### config.mk
export PLATFORM = sky130hd
export DESIGN_NAME = hazard_ctrl
export DESIGN_NICKNAME = d
export VERILOG_FILES = /design/src/rtl/hazard_ctrl.sv
export SDC_FILE = /design/constraint.sdc
export NUM_CORES = 1
export LEC_CHECK = 0
export BUFFER_PORTS_ARGS = -buffer_cell sky130_fd_sc_hd__clkbuf_2
export CAP_MARGIN = 20
export CELL_PAD_IN_SITES_DETAIL_PLACEMENT = 0
export CELL_PAD_IN_SITES_GLOBAL_PLACEMENT = 1
export CORE_MARGIN = 2
export CORE_UTILIZATION = 27
export CTS_BUF_LIST = sky130_fd_sc_hd__clkbuf_4
export CTS_CLUSTER_SIZE = 10
export DETAILED_ROUTE_END_ITERATION = 6
export GPL_ROUTABILITY_DRIVEN = 0
export HOLD_SLACK_MARGIN = 0.02
export MAX_ROUTING_LAYER = met4
export PLACE_DENSITY_LB_ADDON = 0.25
export SLEW_MARGIN = 25
export SYNTH_ARGS = -nofsm -noshare
export SYNTH_HDL_FRONTEND = slang
export SYNTH_SLANG_ARGS = --single-unit
export TNS_END_PERCENT = 1
### constraint.sdc
create_clock -name clk -period 1.8 [get_ports clk]
set_clock_uncertainty 0.1 [all_clocks]
set_input_delay 0.18 -clock clk [delete_from_list [all_inputs] [get_ports clk]]
set_output_delay 0.18 -clock clk [all_outputs]
set_load 0.02 [all_outputs]
### src/rtl/hazard_ctrl.sv
// Pipeline hazard controller: operand forwarding, load-use and data-memory wait stalls, branch flushes.
// Optional build macro HAZARD_PERF_EN adds a 32-bit StallCount port counting cycles with StallF=1.
module hazard_ctrl (
  input  logic        clk,
  input  logic        reset,
  input  logic [4:0]  Rs1D,
  input  logic [4:0]  Rs2D,
  input  logic [4:0]  Rs1E,
  input  logic [4:0]  Rs2E,
  input  logic [4:0]  RdE,
  input  logic [4:0]  RdM,
  input  logic [4:0]  RdW,
  input  logic        RegWriteM,
  input  logic        RegWriteW,
  input  logic [1:0]  ResultSrcE,
  input  logic        PCSrcE,
  input  logic        MemReqM,
  input  logic        MemReadyM,
  output logic [1:0]  ForwardAE,
  output logic [1:0]  ForwardBE,
  output logic        StallF,
  output logic        StallD,
  output logic        StallE,
  output logic        StallM,
  output logic        FlushD,
  output logic        FlushE,
  output logic        FlushW,
  output logic        MemTimeout
`ifdef HAZARD_PERF_EN
  ,
  output logic [31:0] StallCount
`endif
);

  typedef enum logic {RUN = 1'b0, MWAIT = 1'b1} state_t;

  state_t     state;
  logic [3:0] wait_cnt;
  logic       lw_stall;
  logic       mem_stall;
  logic [1:0] fwd_a;
  logic [1:0] fwd_b;

  // The M stage holds the younger result, so it wins over W when both match.
  function automatic logic [1:0] fwd_sel(input logic [4:0] rs,
                                         input logic       wr_m,
                                         input logic [4:0] rd_m,
                                         input logic       wr_w,
                                         input logic [4:0] rd_w);
    if (wr_m && rd_m != 5'd0 && rd_m == rs)
      return 2'b10;
    else if (wr_w && rd_w != 5'd0 && rd_w == rs)
      return 2'b01;
    return 2'b00;
  endfunction

  assign fwd_a = fwd_sel(Rs1E, RegWriteM, RdM, RegWriteW, RdW);
  assign fwd_b = fwd_sel(Rs2E, RegWriteM, RdM, RegWriteW, RdW);

  assign lw_stall  = (ResultSrcE == 2'b01) && (RdE != 5'd0) &&
                     ((RdE == Rs1D) || (RdE == Rs2D));
  assign mem_stall = ((state == RUN) && MemReqM && !MemReadyM) ||
                     ((state == MWAIT) && !MemReadyM);

  always_comb begin
    // NOTE: every output gets a default before any branch so no latch is inferred.
    ForwardAE = 2'b00;
    ForwardBE = 2'b00;
    StallF    = 1'b0;
    StallD    = 1'b0;
    StallE    = 1'b0;
    StallM    = 1'b0;
    FlushD    = 1'b0;
    FlushE    = 1'b0;
    FlushW    = 1'b0;
    if (!reset) begin
      ForwardAE = fwd_a;
      ForwardBE = fwd_b;
      if (mem_stall) begin
        // Freeze the whole front of the pipe; W gets bubbles so nothing retires twice.
        StallF = 1'b1;
        StallD = 1'b1;
        StallE = 1'b1;
        StallM = 1'b1;
        FlushW = 1'b1;
      end else begin
        StallF = lw_stall;
        StallD = lw_stall;
        FlushD = PCSrcE;
        FlushE = lw_stall | PCSrcE;
      end
    end
  end

  always_ff @(posedge clk) begin
    // NOTE: state registers use non-blocking assignments so every flop samples pre-edge values.
    if (reset) begin
      state      <= RUN;
      wait_cnt   <= 4'd0;
      MemTimeout <= 1'b0;
    end else begin
      case (state)
        RUN: begin
          wait_cnt <= 4'd0;
          if (MemReqM && !MemReadyM)
            state <= MWAIT;
        end
        MWAIT: begin
          if (wait_cnt == 4'd15)
            MemTimeout <= 1'b1;
          if (MemReadyM) begin
            state    <= RUN;
            wait_cnt <= 4'd0;
          end else if (wait_cnt != 4'd15) begin
            wait_cnt <= wait_cnt + 4'd1;
          end
        end
      endcase
    end
  end

`ifdef HAZARD_PERF_EN
  always_ff @(posedge clk) begin
    if (reset)
      StallCount <= 32'd0;
    else if (StallF)
      StallCount <= StallCount + 32'd1;
  end
`endif

endmodule

# Word level (Yosys, flattened, before mapping)
# Cells that the tools add are included.
[totals]
wordCells = 61
mem_count = 0
ram_bits = 0
input_bits = 44
output_inout_bits = 12
register_bits = 6
latchBits = 0
romBits = 0
[op_classes]
muxes = 26
eq_ne = 10
mul = 0
addsub = 1
bitwise = 2
shifts = 0
div_mod_pow = 0
n_lt_le_gt_ge = 0
reduce_logical = 19
[ops]
columns = ["operator", "n"]
rows = [
  ["$eq A5 B5 Y1", 6],
  ["$mux W2", 8],
  ["$reduce_bool A5 Y1", 3],
  ["$mux W1", 14],
  ["$logic_and A1 B1 Y1", 12],
  ["$mux W4", 2],
  ["$pmux W4 S2", 1],
  ["$add A4 B1 Y4 const B", 1],
  ["$eq A4 B4 Y1 const B", 1],
  ["$ne A4 B4 Y1 const B", 1],
  ["$ne A3 B2 Y1 const B", 1],
  ["$eq A2 B1 Y1 const B", 1],
  ["$logic_or A1 B1 Y1", 2],
  ["$pmux W1 S2", 1],
  ["$reduce_and A2 Y1", 1],
  ["$logic_not A1 Y1", 1],
  ["$not A1 Y1", 1],
  ["$or A1 B1 Y1", 1],
]

# Longest topological paths before layout
# Gate-level depths: netlist (run 1).
[depth]
ltp_word = 7
ltp_mapped = 5
depth_no_buf = 4

# Worst setup path before layout (run 1)
# Ideal clock, no wire load.
[synth_timing]
path_kind = "input-to-output"
from = "input port RdE[2]"
to = "output port StallF"
path_buffers = 1
path_stages = 5
path_slack_ns = -0.269
required_time_ns = 1.520
arrival_ns = 1.789
cell_sequence = "xor2_1 nor3_1 a22oi_1 o41ai_1 buf_4"
[synth_via]
elab_chain_len = 5
word_cells_on_any_way = 8
classes_between = "2 x eq/ne; 2 x mux; 4 x reduce/logical"
[synth_rtl]
columns = ["element", "line", "text"]
rows = [
  ["start: declaration", "10", "input logic [4:0] RdE,"],
  ["$eq A5 B5 Y1 / $reduce_bool A5 Y1 (equally long branches)", "61, 60", ""],
  ["$logic_or A1 B1 Y1 / $logic_and A1 B1 Y1 (equally long branches)", "61, 60", ""],
  ["$logic_and A1 B1 Y1 *", "60", "assign lw_stall = (ResultSrcE == 2'b01) && (RdE != 5'd0) &&"],
  ["$mux W1 * (2 in series)", "-", ""],
  ["end: declaration", "21", "output logic StallF,"],
]
# Mark *: on every way between the ends. The rest lies on a longest branch, timed or not.

# Worst setup path in the final report (run 1)
[layout_timing]
from = "input port RdW[2]"
to = "output port ForwardAE[0]"
[layout_via]
elab_chain_len = 7
word_cells_on_any_way = 8
classes_between = "1 x eq/ne; 4 x mux; 3 x reduce/logical"
[layout_rtl]
columns = ["element", "line", "text"]
rows = [
  ["start: declaration", "12", "input logic [4:0] RdW,"],
  ["$reduce_bool A5 Y1", "52", "else if (wr_w && rd_w != 5'd0 && rd_w == rs)"],
  ["$logic_and A1 B1 Y1", "52", ""],
  ["$logic_and A1 B1 Y1 *", "52", ""],
  ["$mux W1 *", "52", ""],
  ["$mux W1 *", "50", "if (wr_m && rd_m != 5'd0 && rd_m == rs)"],
  ["$mux W2 *", "54", "return 2'b00;"],
  ["$mux W2 *", "76", "if (!reset) begin"],
  ["end: declaration", "19", "output logic [1:0] ForwardAE,"],
]
# Marked as above.

==> results of run 1 <==
-- flip-flops by register name (all words and copies together) (netlist names) --
signal and cells:
MemTimeout 1, state 1, wait_cnt 4
-- synthesized netlist by cell type --
cell type / count / area, um2
nor4_2: 1 / 12.51
xor2_1: 18 / 157.7
nor3_1: 7 / 35.03
o21ai_1: 1 / 5.000
o21ai_0: 1 / 5.000
nor4_1: 2 / 12.51
nor3b_1: 1 / 7.510
a22oi_1: 1 / 7.510
a41oi_1: 1 / 8.760
or3b_2: 1 / 8.760
o41ai_1: 1 / 8.760
dfxtp_1: 6 / 120.1
a31oi_1: 1 / 6.260
o21bai_1: 1 / 7.510
nand3_1: 5 / 25.02
inv_1: 2 / 7.510
nor2b_1: 1 / 6.260
ha_1: 1 / 12.51
buf_4: 3 / 22.52
xnor2_1: 13 / 113.9
mux2i_1: 1 / 10.01
o21ai_2: 1 / 8.760
nand2b_1: 1 / 6.260
and2_1: 1 / 6.260
nor2_1: 10 / 37.54
nor3_2: 1 / 10.01
or4_1: 4 / 30.03
nand2_1: 4 / 15.01
o21ba_2: 1 / 10.01
-- path summary, 6_finish.rpt --
| path | start | endpoint |
|---|---|---|
| worst max-delay path | RdW[2] | ForwardAE[0] |
| worst min-delay path | reset | MemTimeout$_SDFFE_PP0P_ |
| worst max register to register | wait_cnt[0]$_SDFFE_PP0P_ | wait_cnt[1]$_SDFFE_PP0P_ |
| worst min register to register | MemTimeout$_SDFFE_PP0P_ | MemTimeout$_SDFFE_PP0P_ |
-- power by group through the flow --
stage | clock [mW] | sequential (mW) | combinational (mW)
after floorplan | 0 | 0.138 | 0.0971
after global placement | 0 | 0.139 | 0.191
after detailed placement | 0 | 0.139 | 0.193
after CTS | 0.129 | 0.137 | 0.197
after global routing | 0.136 | 0.137 | 0.216
final | 0.125 | 0.137 | 0.196
-- logic make-up after synthesis --
| logic type | after synthesis | share of synthesized area (%) |
|---|---|---|
| adders and majority gates | 1 | 1.727 |
| and+or+nand+nor | 39 | 29.36 |
| DFF | 6 | 16.58 |
| buffers and inverters | 5 | 4.145 |
| xor gates and xnor gates | 31 | 37.48 |
| AOI/OAI and AO/OA | 9 | 9.327 |
| muxes | 1 | 1.382 |
-- layout make-up --
cell class,count,area (um2)
fill,270,1390
sequential,6,121.4
timing repair buffer,61,325.3
multi-input combinational,81,595.6
clock buffer,3,22.52
tap,30,37.54
inverter,2,7.507
-- layer usage --
layer  global-route usage (%)  vias up  wire [um]
met2                    24.15       37       1047
met4                    2.091        0         11
met1                    14.69      383        841
met5                        -        -          0
met3                    3.256        3        144
li1                         -      442          -
-- stage by stage --
stage	utilization (%)	TNS, ns
after global routing	44.39	-0.008663
after floorplan	-	0
after global placement	42.69	-0.005690
final	44.39	0
after CTS	44.29	-0.02855
after detailed placement	42.69	-0.05778
-- critical path: stages --
cell      delay [ns]
clkbuf_2        0.12
xor2_1          0.14
or4_1           0.54
nor4_2          0.29
clkbuf_4        0.22
-- repair_timing --
action / 4_1_cts / 5_1_grt
pin swaps: 3 / 4
endpoints found under the setup margin: 2 / 4
resized for setup: 5 / 5
==> results.sh, run 1 <==
export IMPL_clockBufferDepth=2
export IMPL_synth_avg_cell_area_um2=7.874
export IMPL_rr_worst_depth=4
export IMPL_layout_nets=200
export IMPL_worst_ir_drop_vdd_uv=349.5
export IMPL_antenna_found_initial=0
export IMPL_antennaDiodeCount=0
export IMPL_grt_pass1_vias=795
export IMPL_vias=865
export IMPL_worst_pin_slew_ns=0.4250
export IMPL_synth_area_um2=724.4
export IMPL_p_int_uw=310.5
export IMPL_path_clk_slew_ns=0.04
export IMPL_power_uw=457.2
export IMPL_setup_viol=0
export IMPL_power_switching_uw=146.8
export IMPL_crit_arrival_ns=1.49
export IMPL_hold_viol=0
export IMPL_cts_tree="done"
export IMPL_start_util_pct=28.98
export IMPL_status="finished clean"
export IMPL_htreeDepth=1
export IMPL_layout_setup_ws_ns=0.03372
export IMPL_ys_ff_latch=6
export IMPL_pwr_share_comb_pct=42.9
export IMPL_die_x_um=55.80
export IMPL_yosys_warnings=0
export IMPL_crit_required_ns=1.52
export IMPL_fmax_mhz=566.2
export IMPL_p_per_area_nw_per_um2=412.0
export IMPL_setup_worst_path_start_class="input pin"
export IMPL_whs_ns=0.1871
export IMPL_cts_buffers=3
export IMPL_synth_cells=92
export IMPL_whs_path_depth=3
export IMPL_grt_start_max_net_pins=7
export IMPL_cts_setup_buffers=0
export IMPL_clock_power_share_pct=27.2
export IMPL_clock_latency_ns=0.25
export IMPL_dp_worst_setup_slack_ns=-0.05479
export IMPL_die_area_um2=3114
export IMPL_p_sw_share_pct=32.10
export IMPL_maxCapViolCount=0
export IMPL_wirelength_um=2045
export IMPL_ys_seq_area_share_pct=16.58
export IMPL_gr_usage_all_layers_pct=13.22
export IMPL_yosysUniqueCellTypes=29
export IMPL_wl_per_cell_um=11.17
export IMPL_dp_hpwl_um=1850
export IMPL_io_buffers=55
export IMPL_mostFrequentLayoutCells="clkbuf_2 (50), xor2_1 (18), xnor2_1 (13)"
export IMPL_drtPass1Iterations=4
export IMPL_critPathMaxFanout=3
export IMPL_rows=18
export IMPL_area_growth_pct=53.19
export IMPL_critical_path_endpoint_type="output port"
export IMPL_drc_errors=0
export IMPL_final_common_cell="clkbuf_2"
export IMPL_placed_cell_area_um2=1067
export IMPL_p_seq_share_pct=29.9
export IMPL_criticalPathCategory="input pin to output port"
export IMPL_ant_nets=0
export IMPL_report_final_slew_viol_count=0
export IMPL_syn_num_nets=137
export IMPL_drive_gt1_share_pct=47.06
export IMPL_die_h_um=55.80
export IMPL_p_leak_nw=0.5387
export IMPL_clock_sinks=6
export IMPL_core_area_um2=2500
export IMPL_slew_limit_headroom_pct=71.37
export IMPL_fin_area_um2=1110
export IMPL_viasPerCell=4.727
export IMPL_grt_pass1_wl_um=3312
export IMPL_pin_count=56
export IMPL_period_share_pct=98.13
export IMPL_place_inst=180
export IMPL_hp_class="input pin to register"
export IMPL_period_needed_ns=1.766
export IMPL_grt_overflow_total=0
export IMPL_final_cells=183
export IMPL_postCtsHoldBufs=0
export IMPL_initialDrtViolationCount=13
export IMPL_worst_r2r_setup_slack_ns=0.55
export IMPL_grt_setup_unrepaired="yes"
export IMPL_root_buffer="clkbuf_4"
Note: power is estimated with default switching activity, not from simulation.
==> run 2, diff against run 1 <==
--- a/config.mk
+++ b/config.mk
@@ -9,9 +9,10 @@
 export CAP_MARGIN = 20
 export CELL_PAD_IN_SITES_DETAIL_PLACEMENT = 0
 export CELL_PAD_IN_SITES_GLOBAL_PLACEMENT = 1
+export CORE_ASPECT_RATIO = 1.75
 export CORE_MARGIN = 2
-export CORE_UTILIZATION = 27
-export CTS_BUF_LIST = sky130_fd_sc_hd__clkbuf_4
+export CORE_UTILIZATION = 26
+export CTS_BUF_LIST = sky130_fd_sc_hd__clkbuf_8 sky130_fd_sc_hd__clkbuf_16
 export CTS_CLUSTER_SIZE = 10
 export DETAILED_ROUTE_END_ITERATION = 6
 export GPL_ROUTABILITY_DRIVEN = 0
==> run 2 against run 1 <==
  * Final cell count rose by 0.55%
  * Cell area is 4.1% higher
  * Global-route usage up 2.3 points
  * Sequential share of layout area is 0.43 points lower
  * Register-to-register slack is essentially flat
  * Core utilization decreased by 1.5 points
  * Highest routed layer unchanged
==> results.sh, run 2 (synthesis gave the netlist of run 1 again) <==
export IMPL_die_h_um=73.83
export IMPL_status="finished clean"
export IMPL_drive_gt1_share_pct=48.41
export IMPL_layout_setup_ws_ns=0.04016
export IMPL_largest_reg_flops=4
export IMPL_drtPass1Iterations=3
export IMPL_vias=898
export IMPL_antenna_found_initial=0
export IMPL_path_clk_slew_ns=0.03
export IMPL_fin_area_um2=1155
export IMPL_clockBufferDepth=2
export IMPL_cpPeakStageDelay_ns=0.54
export IMPL_initialDrtViolationCount=5
export IMPL_setup_viol=0
export IMPL_crit_arrival_ns=1.48
export IMPL_wirelength_um=2259
export IMPL_finalSetupTns_ns=0
export IMPL_grt_overflow_total=0
export IMPL_viasPerCell=4.880
export IMPL_dp_hpwl_um=2055
export IMPL_hold_viol=0
export IMPL_cts_buffers=3
export IMPL_layout_nets=204
export IMPL_grt_setup_unrepaired="yes"
export IMPL_grt_pass1_vias=942
export IMPL_area_growth_pct=59.41
export IMPL_final_util_pct=42.93
export IMPL_rr_worst_depth=4
export IMPL_final_common_cell="clkbuf_2"
export IMPL_die_area_um2=3241
export IMPL_htreeDepth=1
export IMPL_wl_per_cell_um=12.28
export IMPL_grt_start_max_net_pins=7
export IMPL_start_util_pct=26.93
export IMPL_period_share_pct=97.77
export IMPL_maxCapViolCount=0
export IMPL_pin_count=56
export IMPL_worst_ir_drop_vdd_uv=177.7
export IMPL_clock_latency_ns=0.22
export IMPL_fmax_mhz=568.2
export IMPL_slew_limit_headroom_pct=80.56
export IMPL_slowest_stage="or4_4"
export IMPL_grt_pass1_wl_um=3601
export IMPL_period_needed_ns=1.760
export IMPL_ant_nets=0
export IMPL_crit_required_ns=1.52
export IMPL_io_buffers=55
export IMPL_criticalPathCategory="input pin to output port"
export IMPL_cp_startpoint="RdM[3]"
export IMPL_root_buffer="clkbuf_8"
export IMPL_die_x_um=43.90
export IMPL_report_final_slew_viol_count=0
export IMPL_core_area_um2=2690
export IMPL_power_uw=542.8
export IMPL_worst_r2r_setup_slack_ns=0.56
export IMPL_rows=25
export IMPL_worst_pin_slew_ns=0.2896
export IMPL_setup_worst_path_start_class="input pin"
export IMPL_worstReg2RegStart="wait_cnt[0]$_SDFFE_PP0P_"
export IMPL_dp_worst_setup_slack_ns=0.005202
export IMPL_antennaDiodeCount=0
export IMPL_cts_tree="done"
export IMPL_gr_max_usage_layer="met2"
export IMPL_fill_cells=293
export IMPL_met1_usage_pct=10.16
export IMPL_reg_top3="wait_cnt: 4 flops, MemTimeout: 1 flops, state: 1 flops"
export IMPL_gr_usage_all_layers_pct=15.49
export IMPL_p_leak_nw=0.5655
export IMPL_p_per_area_nw_per_um2=470.0
export IMPL_critical_path_endpoint_type="output port"
export IMPL_mostFrequentLayoutCells="clkbuf_2 (52), xor2_1 (18), xnor2_1 (13)"
export IMPL_crit_chain="clkbuf_2, or4_4, o21ai_4, nor3_2, nor4_2, buf_4"
export IMPL_placed_cell_area_um2=1086
export IMPL_critPathMaxFanout=2
export IMPL_use_met3_pct=3.440
export IMPL_drc_errors=0
export IMPL_met2_usage_pct=34.48
export IMPL_critPathCapture="ForwardAE[0]"
export IMPL_top_register="wait_cnt"
export IMPL_hp_class="input pin to register"
export IMPL_r2r_end="wait_cnt[0]$_SDFFE_PP0P_"
export IMPL_clock_sinks=6
==> run 2: cell count changes in the layout (fill, tap and decap cells not counted) <==
| cell | delta |
|---|---|
| clkbuf_4 | -3 |
| o21ai_0 | -1 |
| clkbuf_8 | +3 |
| buf_4 | +4 |
| clkbuf_2 | +2 |
| buf_2 | -2 |
| o21ai_1 | +1 |
==> run 2: report_power, final <==
part           total (mW)  internal (mW)  switching [mW]
Sequential          0.137          0.136         0.00114
Clock               0.200          0.144          0.0570
Combinational       0.206          0.105           0.100
Total               0.543          0.384           0.158
==> run 2: worst min-delay path by stage <==
| stage | startpoint | endpoint | slack, ns | cells past startpoint |
|---|---|---|---|---|
| 6_report | MemReqM | state$_SDFF_PP0_ | 0.15 | 3 |
| 5_1_grt | MemReqM | state$_SDFF_PP0_ | 0.21 | 3 |
| 4_1_cts | reset | MemTimeout$_SDFFE_PP0P_ | 0.21 | 3 |
| 3_5_place_dp | MemTimeout$_SDFFE_PP0P_ | MemTimeout$_SDFFE_PP0P_ | 0.37 | 2 |
| 3_3_place_gp | MemTimeout$_SDFFE_PP0P_ | MemTimeout$_SDFFE_PP0P_ | 0.36 | 2 |
| 2_1_floorplan | reset | MemTimeout$_SDFFE_PP0P_ | 0.15 | 1 |
==> run 2: routing by layer <==
| layer | vias up | routed length [um] |
|---|---|---|
| met4 | 0 | 39 |
| li1 | 451 | - |
| met3 | 5 | 220 |
| met2 | 47 | 1379 |
| met5 | - | 0 |
| met1 | 395 | 620 |
==> run 2: what timing repair did <==
item | CTS | global route
endpoints found under the setup margin | 1 | 4
pin swaps | 3 | 2
gates cloned | 0 | 0
hold buffers | 0 | 0
setup buffers | 1 | 0
resized for setup | 3 | 6
==> run 2: layout make-up <==
class                           instances  area [um2]  area share (%)
Timing Repair Buffer                   65       355.3           30.77
Inverter                                2       7.507          0.6501
Sequential cell                         6       121.4           10.51
Multi-Input combinational cell         81       595.6           51.57
Tap cell                               27       33.78           2.925
Clock buffer                            3       41.29           3.575
==> run 2: per-stage QoR <==
stage / cells / hold slack [ns]
finish: 184 / 0.1487
global route: 184 / 0.2078
CTS: 184 / 0.2091
detailed placement: 180 / 0.3694
global placement: 180 / 0.3630
floorplan: 92 / 0.1524
==> run 2: critical path: cells and delay by family <==
family / cells / cell delay [ns]
compound gates: 1 / 0.17
simple gates: 3 / 0.86
buf+inv: 2 / 0.27
